**src/rtl/seg_display_driver_pkg.sv**
```systemverilog
// Shared constants for the 7-segment display driver: active-low glyph codes,
// all-off patterns, scan state encoding and the nibble decoder.
package seg_pkg;

   localparam logic [6:0] SEG_0 = 7'h40;
   localparam logic [6:0] SEG_1 = 7'h79;
   localparam logic [6:0] SEG_2 = 7'h24;
   localparam logic [6:0] SEG_3 = 7'h30;
   localparam logic [6:0] SEG_4 = 7'h19;
   localparam logic [6:0] SEG_5 = 7'h12;
   localparam logic [6:0] SEG_6 = 7'h02;
   localparam logic [6:0] SEG_7 = 7'h78;
   localparam logic [6:0] SEG_8 = 7'h00;
   localparam logic [6:0] SEG_9 = 7'h10;
   localparam logic [6:0] SEG_A = 7'h08;
   localparam logic [6:0] SEG_B = 7'h03;
   localparam logic [6:0] SEG_C = 7'h46;
   localparam logic [6:0] SEG_D = 7'h21;
   localparam logic [6:0] SEG_E = 7'h06;
   // Nibble F is a deliberate blank glyph so callers can suppress a digit.
   localparam logic [6:0] SEG_F = 7'h7F;

   localparam logic [6:0] SEG_OFF = 7'h7F;
   localparam logic [3:0] AN_OFF  = 4'hF;

   typedef enum logic {
      ST_BLANK = 1'b0,
      ST_DRIVE = 1'b1
   } state_t;

   function automatic logic [6:0] decode_nibble(input logic [3:0] i_nib);
      logic [6:0] w_seg;
      case (i_nib)
         4'h0:    w_seg = SEG_0;
         4'h1:    w_seg = SEG_1;
         4'h2:    w_seg = SEG_2;
         4'h3:    w_seg = SEG_3;
         4'h4:    w_seg = SEG_4;
         4'h5:    w_seg = SEG_5;
         4'h6:    w_seg = SEG_6;
         4'h7:    w_seg = SEG_7;
         4'h8:    w_seg = SEG_8;
         4'h9:    w_seg = SEG_9;
         4'hA:    w_seg = SEG_A;
         4'hB:    w_seg = SEG_B;
         4'hC:    w_seg = SEG_C;
         4'hD:    w_seg = SEG_D;
         4'hE:    w_seg = SEG_E;
         default: w_seg = SEG_F;
      endcase
      return w_seg;
   endfunction

endpackage

```
**src/rtl/seg_display_driver_sync2.sv**
```systemverilog
// Generic two-flop synchroniser, asynchronous reset to 0. Shared by the
// stopwatch blocks that take signals from the derived-clock domain.
module sync2 #(
   parameter int unsigned W = 1
) (
   input  logic         i_clk,
   input  logic         i_rst,
   input  logic [W-1:0] i_d,
   output logic [W-1:0] o_q
);

   logic [W-1:0] r_meta;
   logic [W-1:0] r_sync;

   always_ff @(posedge i_clk or posedge i_rst) begin
      if (i_rst) begin
         r_meta <= '0;
         r_sync <= '0;
      end else begin
         r_meta <= i_d;
         r_sync <= r_meta;
      end
   end

   assign o_q = r_sync;

endmodule

```
**src/rtl/seg_display_driver.sv**
```systemverilog
// Four-digit multiplexed common-anode 7-segment driver with per-digit
// decimal point, blink masking and all-off dead time between digits.
//
//   state    | meaning
//   ---------+-----------------------------------------------------------
//   ST_BLANK | all anodes off for BLANK_CYCLES; snapshot digit idx on exit
//   ST_DRIVE | anode idx on, snapshot glyph shown; advance idx on exit
module seg_display_driver
   import seg_pkg::*;
#(
   parameter int unsigned CLK_HZ       = 100_000_000,
   parameter int unsigned REFRESH_HZ   = 1000,
   parameter int unsigned BLANK_CYCLES = 16
) (
   input  logic        clk,
   input  logic        rst,
   input  logic [15:0] digits,
   input  logic [3:0]  dp_mask,
   input  logic [3:0]  blink_en,
   input  logic        blink,
   output logic [3:0]  an,
   output logic [6:0]  seg,
   output logic        dp
);

   localparam int unsigned DWELL = CLK_HZ / (REFRESH_HZ * 4);
   localparam int unsigned CW    = $clog2(DWELL);

   localparam logic [CW-1:0] BLANK_LAST = CW'(BLANK_CYCLES - 1);
   localparam logic [CW-1:0] DRIVE_LAST = CW'(DWELL - BLANK_CYCLES - 1);

   if ((DWELL <= BLANK_CYCLES + 1) || (BLANK_CYCLES < 1)) begin : g_bad_timing
      $error("seg_display_driver: DWELL must exceed BLANK_CYCLES+1 and BLANK_CYCLES must be >= 1");
   end

   state_t        r_state;
   logic [CW-1:0] r_cnt;
   logic [1:0]    r_idx;
   logic [3:0]    r_nib;
   logic          r_dp_on;
   logic          r_blink_on;
   logic [3:0]    r_an;
   logic [6:0]    r_seg;
   logic          r_dp;

   logic          w_blink_s;
   logic [3:0]    w_nib_sel;
   logic          w_blanked;

   sync2 #(.W(1)) u_blink_sync (
      .i_clk (clk),
      .i_rst (rst),
      .i_d   (blink),
      .o_q   (w_blink_s)
   );

   assign w_nib_sel = digits[{r_idx, 2'b00} +: 4];
   // Blink masking uses the live synchronised level, not a snapshot.
   assign w_blanked = r_blink_on && !w_blink_s;

   // Outputs are computed from the current state, so they trail the state
   // register by one edge; this keeps every pin registered with uniform timing.
   always_ff @(posedge clk or posedge rst) begin
      if (rst) begin
         r_state    <= ST_BLANK;
         r_cnt      <= '0;
         r_idx      <= '0;
         r_nib      <= '0;
         r_dp_on    <= 1'b0;
         r_blink_on <= 1'b0;
         r_an       <= AN_OFF;
         r_seg      <= SEG_OFF;
         r_dp       <= 1'b1;
      end else begin
         case (r_state)
            ST_BLANK: begin
               r_an  <= AN_OFF;
               r_seg <= SEG_OFF;
               r_dp  <= 1'b1;
               if (r_cnt == BLANK_LAST) begin
                  r_cnt      <= '0;
                  r_nib      <= w_nib_sel;
                  r_dp_on    <= dp_mask[r_idx];
                  r_blink_on <= blink_en[r_idx];
                  r_state    <= ST_DRIVE;
               end else begin
                  r_cnt <= r_cnt + 1'b1;
               end
            end
            ST_DRIVE: begin
               r_an <= ~(4'b0001 << r_idx);
               if (w_blanked) begin
                  r_seg <= SEG_OFF;
                  r_dp  <= 1'b1;
               end else begin
                  r_seg <= decode_nibble(r_nib);
                  r_dp  <= ~r_dp_on;
               end
               if (r_cnt == DRIVE_LAST) begin
                  r_cnt   <= '0;
                  r_idx   <= r_idx + 1'b1;
                  r_state <= ST_BLANK;
               end else begin
                  r_cnt <= r_cnt + 1'b1;
               end
            end
            default: begin
               r_state <= ST_BLANK;
               r_cnt   <= '0;
            end
         endcase
      end
   end

   assign an  = r_an;
   assign seg = r_seg;
   assign dp  = r_dp;

endmodule

```
**config.mk**
```make
export PLATFORM = sky130hd
export DESIGN_NAME = seg_display_driver
export DESIGN_NICKNAME = d
export VERILOG_FILES = /design/src/rtl/seg_display_driver_pkg.sv /design/src/rtl/seg_display_driver_sync2.sv /design/src/rtl/seg_display_driver.sv
export SDC_FILE = /design/constraint.sdc
export NUM_CORES = 1
export LEC_CHECK = 0
export BUFFER_PORTS_ARGS = -buffer_cell sky130_fd_sc_hd__buf_2
export CORE_MARGIN = 5
export CORE_UTILIZATION = 49
export CTS_CLUSTER_SIZE = 14
export DETAILED_ROUTE_END_ITERATION = 6
export PLACE_DENSITY = 0.87
export SYNTH_ARGS = -nofsm -noshare
export SYNTH_HDL_FRONTEND = slang
export SYNTH_HIERARCHICAL = 1
export SYNTH_SLANG_ARGS = --single-unit
```
**constraint.sdc**
```tcl
create_clock -name clk -period 2.05 [get_ports clk]
set_input_delay 0.3075 -clock clk [delete_from_list [all_inputs] [get_ports clk]]
set_output_delay 0.3075 -clock clk [all_outputs]
set_load 0.01 [all_outputs]
```
After elaboration in Yosys (flattened, before gate mapping)

Memory sizes are Yosys's and may differ from the RTL's.
Cells that the tools add are included.

Bitwise operators: 3
Shifts and indexed selects: 2
Equal/unequal tests: 2
Add/subtract/negate cells: 2
$lt $le $gt $ge: 1
Reductions and logical operators: 4
Muxes and demuxes: 15

Operators by type and width:

| kind                                                  | number |
|---|---|
| 2-to-1 mux 15 bit                                     | 2 |
| one-hot mux 15 bit (2 select lines)                   | 1 |
| indexed part select 16 x 5 -> 4 bit                   | 1 |
| adder 15 x 1 -> 15 bit (second input constant)        | 1 |
| equality test 15 bit (second input constant)          | 1 |
| equality test 15 x 4 -> 1 bit (second input constant) | 1 |
| one-hot mux 7 bit (2 select lines)                    | 1 |
| one-hot mux 4 bit (2 select lines)                    | 1 |
| 2-to-1 mux 7 bit                                      | 1 |
| 2-to-1 mux 1 bit                                      | 5 |
| binary-select mux 1 bit (select 2 bit)                | 2 |
| NOT 4 bit                                             | 1 |
| one-hot mux 1 bit (2 select lines)                    | 2 |
| AND reduction 2 bit                                   | 2 |
| left shift 1 x 2 -> 4 bit (first input constant)      | 1 |
| < comparator 2 x 3 -> 1 bit (second input constant)   | 1 |
| adder 2 x 1 -> 2 bit (second input constant)          | 1 |
| NOT 1 bit                                             | 2 |
| logical AND 1 bit                                     | 1 |
| logical NOT 1 bit                                     | 1 |

Output and inout bits: 12
Bits of input ports: 27
Register bits: 38
Memories kept: 1
Bits in read-only memories: 112

Memory list:

| name             | words | width | read ports | clocked after Yosys merged registers in | wr ports | line                         | source |
|---|---|---|---|---|---|---|---|
| (name not given) | 16    | 7     | 1          | 0                                       | 0        | seg_display_driver_pkg.sv:33 | `case (i_nib)` |

Logic depth before layout (Yosys ltp)

Gate-level depths: netlist (run 1).

Depth after elaboration: 4
Depth in mapped cells: 6

Hierarchy

The synthesis (run 1) kept the hierarchy.

Modules (own cells, without submodules):

| module             | times used | cells an instance | sequential area each (um^2) | area an instance (um^2) |
|---|---|---|---|---|
| seg_display_driver | 1          | 165               | 915.9                       | 1,905.6 |
| sync2              | 1          | 3                 | 50.0                        | 53.8 |

Worst setup path before layout (run 1)

Ideal clock, no wire load.

Path type: register -> register
Start point: register r_state
End point: register r_blink_on
Data arrival time: 1,779 ps
Setup slack: 145 ps
Required time: 1,925 ps
Cell stages (with the launch flop): 7
Cell sequence: dfrtp_1 buf_6 or4_4 nor4_4 and2_1 buf_6 mux2_4

Word-level cells in the longest chain between the ends: 2

Ends and longest elaborated chain:

| element                       | line                      | source |
|---|---|---|
| start: declaration            | seg_display_driver.sv:36  | `state_t r_state;` |
| start signal: assignment      | seg_display_driver.sv:65  | `r_state <= ST_BLANK;` |
| start signal: assignment      | seg_display_driver.sv:85  | `r_state <= ST_DRIVE;` |
| start signal: assignment      | seg_display_driver.sv:102 | `r_state <= ST_BLANK;` |
| NOT 1 bit (no line)           | n/a                       |  |
| AND reduction 2 bit (no line) | n/a                       |  |
| end signal: assignment        | seg_display_driver.sv:84  | `r_blink_on <= blink_en[r_idx];` |
| end: declaration              | seg_display_driver.sv:41  | `logic r_blink_on;` |

Every way passes these cells.
A chain may end at the register's enable or synchronous reset.

Worst setup path in the final report (run 1)

Start point: register r_cnt[9]
End point: register r_blink_on

Word-level cells in the longest chain between the ends: 2

Ends and longest elaborated chain:

| element                       | line                      | source |
|---|---|---|
| start: declaration            | seg_display_driver.sv:37  | `logic [CW-1:0] r_cnt;` |
| start signal: assignment      | seg_display_driver.sv:87  | `r_cnt <= r_cnt + 1'b1;` |
| start signal: assignment      | seg_display_driver.sv:104 | `r_cnt <= r_cnt + 1'b1;` |
| equality test 15 x 4 -> 1 bit | seg_display_driver.sv:80  | `if (r_cnt == BLANK_LAST) begin` |
| AND reduction 2 bit (no line) | n/a                       |  |

Every way passes these cells.

==> results of run 1 <==
-- through the flow --
step                hold slack, ps  total power, mW
CTS                          108.0            1.465
detailed placement           178.4           0.9333
global placement             169.7           0.9271
floorplan                    48.68           0.8776
global route                 116.6            1.514
finish                       125.0            1.441
-- power groups by stage --
stage | registers [mW] | clock network (mW) | logic [mW]
2_1_floorplan | 0.815 | 0 | 0.0627
6_report | 0.798 | 0.522 | 0.121
3_5_place_dp | 0.812 | 0 | 0.122
4_1_cts | 0.798 | 0.544 | 0.124
3_3_place_gp | 0.810 | 0 | 0.117
5_1_grt | 0.801 | 0.574 | 0.139
-- repair_timing --
item                      CTS  global route
gates resized for setup     0             0
hold buffers                1             0
hold endpoints to repair    2             0
-- cell usage in the layout (no fill, tap or decap), types with 4 or more instances in the layout --
master / count
buf_2: 38
dfrtp_1: 26
nor2_1: 15
inv_1: 12
nand2_1: 12
dfstp_2: 12
ha_1: 11
nand3_1: 9
xnor2_1: 7
xor2_1: 7
buf_4: 7
mux4_2: 6
clkbuf_8: 6
o311ai_0: 5
o21ai_0: 4
mux2_4: 4
-- kinds of logic after synthesis --
family	Yosys count	synth area share (%)
flops	38	49.30
mux	12	11.05
fa+ha+maj	11	7.024
buf+inv	18	4.214
compound gates	16	5.747
simple gates	59	16.41
xor+xnor	14	6.258
-- how the worst max path moves through the flow --
stage / start / end / slack [ps] / cells after the start
after floorplan: r_state$_DFF_PP0_ / r_blink_on$_DFFE_PP0P_ / 150 / 6
after global placement: r_cnt[9]$_DFF_PP0_ / r_dp_on$_DFFE_PP0P_ / 130 / 4
after detailed placement: r_cnt[9]$_DFF_PP0_ / r_blink_on$_DFFE_PP0P_ / 100 / 4
after CTS: r_cnt[9]$_DFF_PP0_ / r_blink_on$_DFFE_PP0P_ / 90 / 4
after global routing: r_cnt[0]$_DFF_PP0_ / r_nib[0]$_DFFE_PP0P_ / 20 / 5
final: r_cnt[9]$_DFF_PP0_ / r_blink_on$_DFFE_PP0P_ / 90 / 4
-- layout make-up --
type / count / area share (%)
inverter: 12 / 1.934
multi-input combinational: 112 / 39.12
clock inverter: 1 / 0.2149
tap: 50 / 2.687
clock buffer: 7 / 3.708
timing repair buffer: 46 / 10.85
sequential: 38 / 41.48
-- layer usage --
layer / up-vias / GRT usage [%]
met5: - / 0
met4: 0 / 8.607
met3: 7 / 4.545
met2: 51 / 26.22
met1: 685 / 20.30
li1: 676 / -
-- Yosys cell counts --
cell and number:
nor3_1 2, dfstp_2 12, a21o_1 1, nor3_4 1, mux2_2 1, and3_1 2
a21oi_1 2, nor4_4 1, nand4b_1 1, xnor2_1 7, buf_6 2, nand4_1 3
o21a_1 1, inv_1 12, o21ai_0 4, mux4_2 6, ha_1 11, o311ai_0 5
nor2b_1 3, or3_1 2, xor2_1 7, mux2_4 4, nand2_1 12, o211ai_1 2
nand2b_1 1, clkbuf_1 4, or4_4 1, or2_2 1, nand3_1 9, and2_1 1
mux2i_1 1, nor2_1 15, a21o_2 1, nor4_1 3, dfrtp_1 26, or4_1 1
-- state kept, by name (all words and copies together), names as in the netlist --
name,cells
seg,7
r_blink_on,1
u_blink_sync/o_q,1
an,4
u_blink_sync/r_meta,1
r_idx,2
dp,1
r_cnt,15
r_nib,4
r_state,1
r_dp_on,1
==> run summary, run 1 <==
initial antenna violation count: 0
CP Cell Sequence: or4_1 -> nor3_4 -> and2_1 -> mux2_4
Final Non-Filler Cells: 266
Via density: 5.335
Initial Util: 49.70%
setup violators final: 0
CP peak stage delay: 590 ps
Iter 0 DRT Violations: 124
worst hold path endpoint: u_blink_sync/r_meta$_DFF_PP0_
vias: 1419
H-tree depth: 2
minimum clock period: 1956 ps
Setup crit end kind: flop
Layout area overhead: 18.84%
hold path start: blink
VDD IR max: 368.8 uV
antenna diode count: 0
CORE AREA: 3943 um^2
Startpoint Class: flop
Reg clk slew, reported paths: 70 ps
post-synthesis register bit count: 38
placed insts: 257
Multi-input gate area: 910.9 um^2
post-DP HPWL: 2867 um
total gr overflow: 0
Sw Ratio: 22.57%
R2R depth: 4
Reg power frac: 55.4%
die area: 5363 um^2
Chip Height: 73.24 um
Clock power frac: 36.2%
crit-path max FO: 7
part of the Yosys area used for sequential elements: 49.30%
Clock Tree Buf Depth: 2
total length of routed met3 wires: 262 um
post-synthesis cell area: 1959 um^2
worst slew pin tran: 606.6 ps
largest net degree at the start of global routing: 37
CTS root buf: clkbuf_8
Post-Synthesis Cells: 168
die span in x: 73.24 um
FF/Latch Area: 965.9 um^2
outcome: complete, no violations
fraction of layout cells with a size suffix above 1: 37.04%
Crit path max-delay family: simple AND/OR/NAND/NOR gates
post-route setup TNS: 0 ps
worst r2r src: r_cnt[9]$_DFF_PP0_
Ports: 39
cell area after layout: 2328 um^2
# DRC: 0
crit share post-route: 95.43%
Power Dens Cells: 618.8 nW/um^2
synthesized area per cell: 11.66 um^2
Buf/Inv on CP: 0
Warnings, synthesis: 6
Post-Syn Nets: 206
Hold Path Stages: 1
Crit path required time: 2230 ps
GPL Wtd Cong: 0.9021
Skew-Pair Late Insertion Delay: 290 ps
Net Switching: 0.3252 mW
Max-cap violations: 0
Worst EP arrival: 2130 ps
post-route ant nets: 0
HP Class: in -> reg
Fmax: 0.5112 GHz
fin util: 59.06%
WL/cell: 14.06 um
buffers inserted by post-CTS timing repair: 0
pre-CTS setup slack: 99.02 ps
WL met1: 1622 um
GRT Overall Usage: 16.47%
CTS tree: yes
Met2 Wirelength: 1774 um
placed inst area: 2227 um^2
PortBufs: 38
leading area contributor after synthesis: dfrtp_1
combinational power share: 8.4%
unrepaired setup endpoints after global routing: no
Setup Crit Path Kind: reg -> reg
Hold Fails Final Rpt: 0
TritonCTS Sinks: 38
first-pass GRT wire length: 6727 um
row count: 23
R2R Setup Slk: 90 ps
top cells by area, synth: dfrtp_1 (33%), dfstp_2 (16%), ha_1 (7.0%)
fin worst setup slack: 93.75 ps
vias in the first global route: 1502
CP max-delay cell: or4_1
Distinct cells, synth: 36
Max Used Layer: met4
R2R Path End: r_blink_on$_DFFE_PP0P_
top cell type's share of synthesized area: 33.21%
Num CTS Buffers: 5
Routed WL: 3741 um
Final nets: 253
Max Slew Vio Count: 0
Pleak: 1.070 nW
DR pass1 iterations: 4
clk_skew: 5.396 ps
internal power: 1.116 mW
Rel. slew slack: 59.56%
fillers: 309
(Power assumes the default switching activity.)
==> inputs of run 2 (changes only) <==
--- a/config.mk
+++ b/config.mk
@@ -5,12 +5,12 @@
 export SDC_FILE = /design/constraint.sdc
 export NUM_CORES = 1
 export LEC_CHECK = 0
-export BUFFER_PORTS_ARGS = -buffer_cell sky130_fd_sc_hd__buf_2
 export CORE_MARGIN = 5
-export CORE_UTILIZATION = 49
+export CORE_UTILIZATION = 56
 export CTS_CLUSTER_SIZE = 14
 export DETAILED_ROUTE_END_ITERATION = 6
-export PLACE_DENSITY = 0.87
+export DONT_BUFFER_PORTS = 1
+export PLACE_DENSITY = 0.86
 export SYNTH_ARGS = -nofsm -noshare
 export SYNTH_HDL_FRONTEND = slang
 export SYNTH_HIERARCHICAL = 1
==> run summary, run 2 (synthesized netlist as in run 1, its figures left out) <==
outcome: complete, no violations
max reg flops: 15
Layout area overhead: 6.705%
CP Cell Sequence: or4_1 -> nor3_4 -> and2_2 -> mux2_4
first-pass GRT wire length: 6258 um
vias: 1296
post-route ant nets: 0
PortBufs: 0
TritonCTS Sinks: 38
GPL Wtd Cong: 0.8831
most common cell after layout, fill and taps aside: dfrtp_1
minimum clock period: 1853 ps
DR pass1 iterations: 4
Rel. slew slack: 62.24%
Iter 0 DRT Violations: 66
die area: 4782 um^2
CORE AREA: 3363 um^2
WL/cell: 16.50 um
setup violators final: 0
Crit path max-delay family: simple AND/OR/NAND/NOR gates
VDD IR max: 318.8 uV
fraction of layout cells with a size suffix above 1: 22.73%
Fmax: 0.5397 GHz
Setup crit end kind: flop
Skew-Pair Late Insertion Delay: 350 ps
GR met3 Demand/Resource: 4.942%
CTS tree: yes
post-DP HPWL: 2794 um
clk_skew: 10.95 ps
GRT Overall Usage: 16.67%
Power Dens Cells: 618.1 nW/um^2
largest net degree at the start of global routing: 37
met2 Track Usage GR: 29.24%
# DRC: 0
Hold Fails Final Rpt: 0
most frequent cells in the layout: dfrtp_1 (26), nor2_1 (15), inv_1 (12), nand2_1 (12), dfstp_2 (12)
R2R depth: 4
fillers: 297
worst r2r src: r_cnt[9]$_DFF_PP0_
initial antenna violation count: 0
vias in the first global route: 1351
Startpoint Class: flop
R2R Path End: r_blink_on$_DFFE_PP0P_
Tot Pwr: 1.292 mW
Max-cap violations: 0
die span in x: 69.15 um
global route hottest layer: met2
global routing usage on met1: 17.33%
Num CTS Buffers: 5
unrepaired setup endpoints after global routing: no
post-route setup TNS: 0 ps
register with the most flip-flops: r_cnt
Buf/Inv on CP: 0
Crit path required time: 2290 ps
Via density: 5.838
Final nets: 213
Chip Height: 69.15 um
worst slew pin tran: 566.4 ps
HP Class: in -> async
Initial Util: 58.26%
crit share post-route: 90.38%
Reg clk slew, reported paths: 110 ps
CP max-delay cell: or4_1
R2R Setup Slk: 200 ps
Worst EP arrival: 2100 ps
H-tree depth: 2
Routed WL: 3664 um
row count: 21
Pleak: 0.9000 nW
CTS root buf: clkbuf_4
Clock Tree Buf Depth: 2
Ports: 39
total gr overflow: 0
Max Slew Vio Count: 0
Setup Crit Path Kind: reg -> reg
CP peak stage delay: 580 ps
antenna diode count: 0
crit-path max FO: 7
-- run 2: changes by cell type in the layout (fill, tap and decap cells not counted), sizes merged --
cell / before / now
dlygate4sd3: 1 / 2
buf: 45 / 4
-- run 2: per-layer routing --
metal	vias up	share of wire, %
met1	633	36
met3	21	4.4
met2	43	56
li1	599	-
met5	-	0
met4	0	3.7
-- run 2: what timing repair did --
item | 4_1_cts | 5_1_grt
endpoints found under the setup margin | 0 | 4
hold endpoints to repair | 27 | 0
resized for setup | 0 | 1
hold buffers | 2 | 0
buffers inserted | 0 | 0
-- run 2: worst max path at each step --
stage,slack [ps],end,cells after the start,startpoint
6_report,200,r_blink_on$_DFFE_PP0P_,4,r_cnt[9]$_DFF_PP0_
3_5_place_dp,120,r_blink_on$_DFFE_PP0P_,5,r_cnt[0]$_DFF_PP0_
3_3_place_gp,160,r_nib[3]$_DFFE_PP0P_,4,r_cnt[9]$_DFF_PP0_
4_1_cts,100,r_blink_on$_DFFE_PP0P_,4,r_cnt[9]$_DFF_PP0_
5_1_grt,80,r_blink_on$_DFFE_PP0P_,5,r_cnt[0]$_DFF_PP0_
2_1_floorplan,150,r_blink_on$_DFFE_PP0P_,6,r_state$_DFF_PP0_
-- run 2: where the power goes --
part | leakage [nW] | internal (mW) | switching [mW] | total (mW)
combinational | 0.408 | 0.0348 | 0.0444 | 0.0792
sequential | 0.456 | 0.785 | 0.0237 | 0.809
clock | 0.0353 | 0.166 | 0.238 | 0.404
total | 0.900 | 0.986 | 0.306 | 1.29
-- run 2: metrics by stage --
stage	setup WS (ps)	std cells	util (%)	hold WS [ps]	instance area, um^2
floorplan	145.4	168	-	48.68	1959
global placement	164.5	212	59.75	53.35	2009
detailed placement	117.4	212	59.75	54.96	2009
CTS	100.8	222	62.13	244.2	2090
global route	80.64	222	62.17	249.8	2091
finish	197.2	222	62.17	255.9	2091
-- run 2: cell type report --
cell class / instances / area [um^2] / share of cell area (%)
Sequential cell: 38 / 965.9 / 46.20
Timing Repair Buffer: 6 / 50.05 / 2.394
Tap cell: 46 / 57.56 / 2.753
Clock inverter: 1 / 5.005 / 0.2394
Clock buffer: 7 / 55.05 / 2.633
Inverter: 12 / 45.04 / 2.154
Multi-Input combinational cell: 112 / 912.1 / 43.63
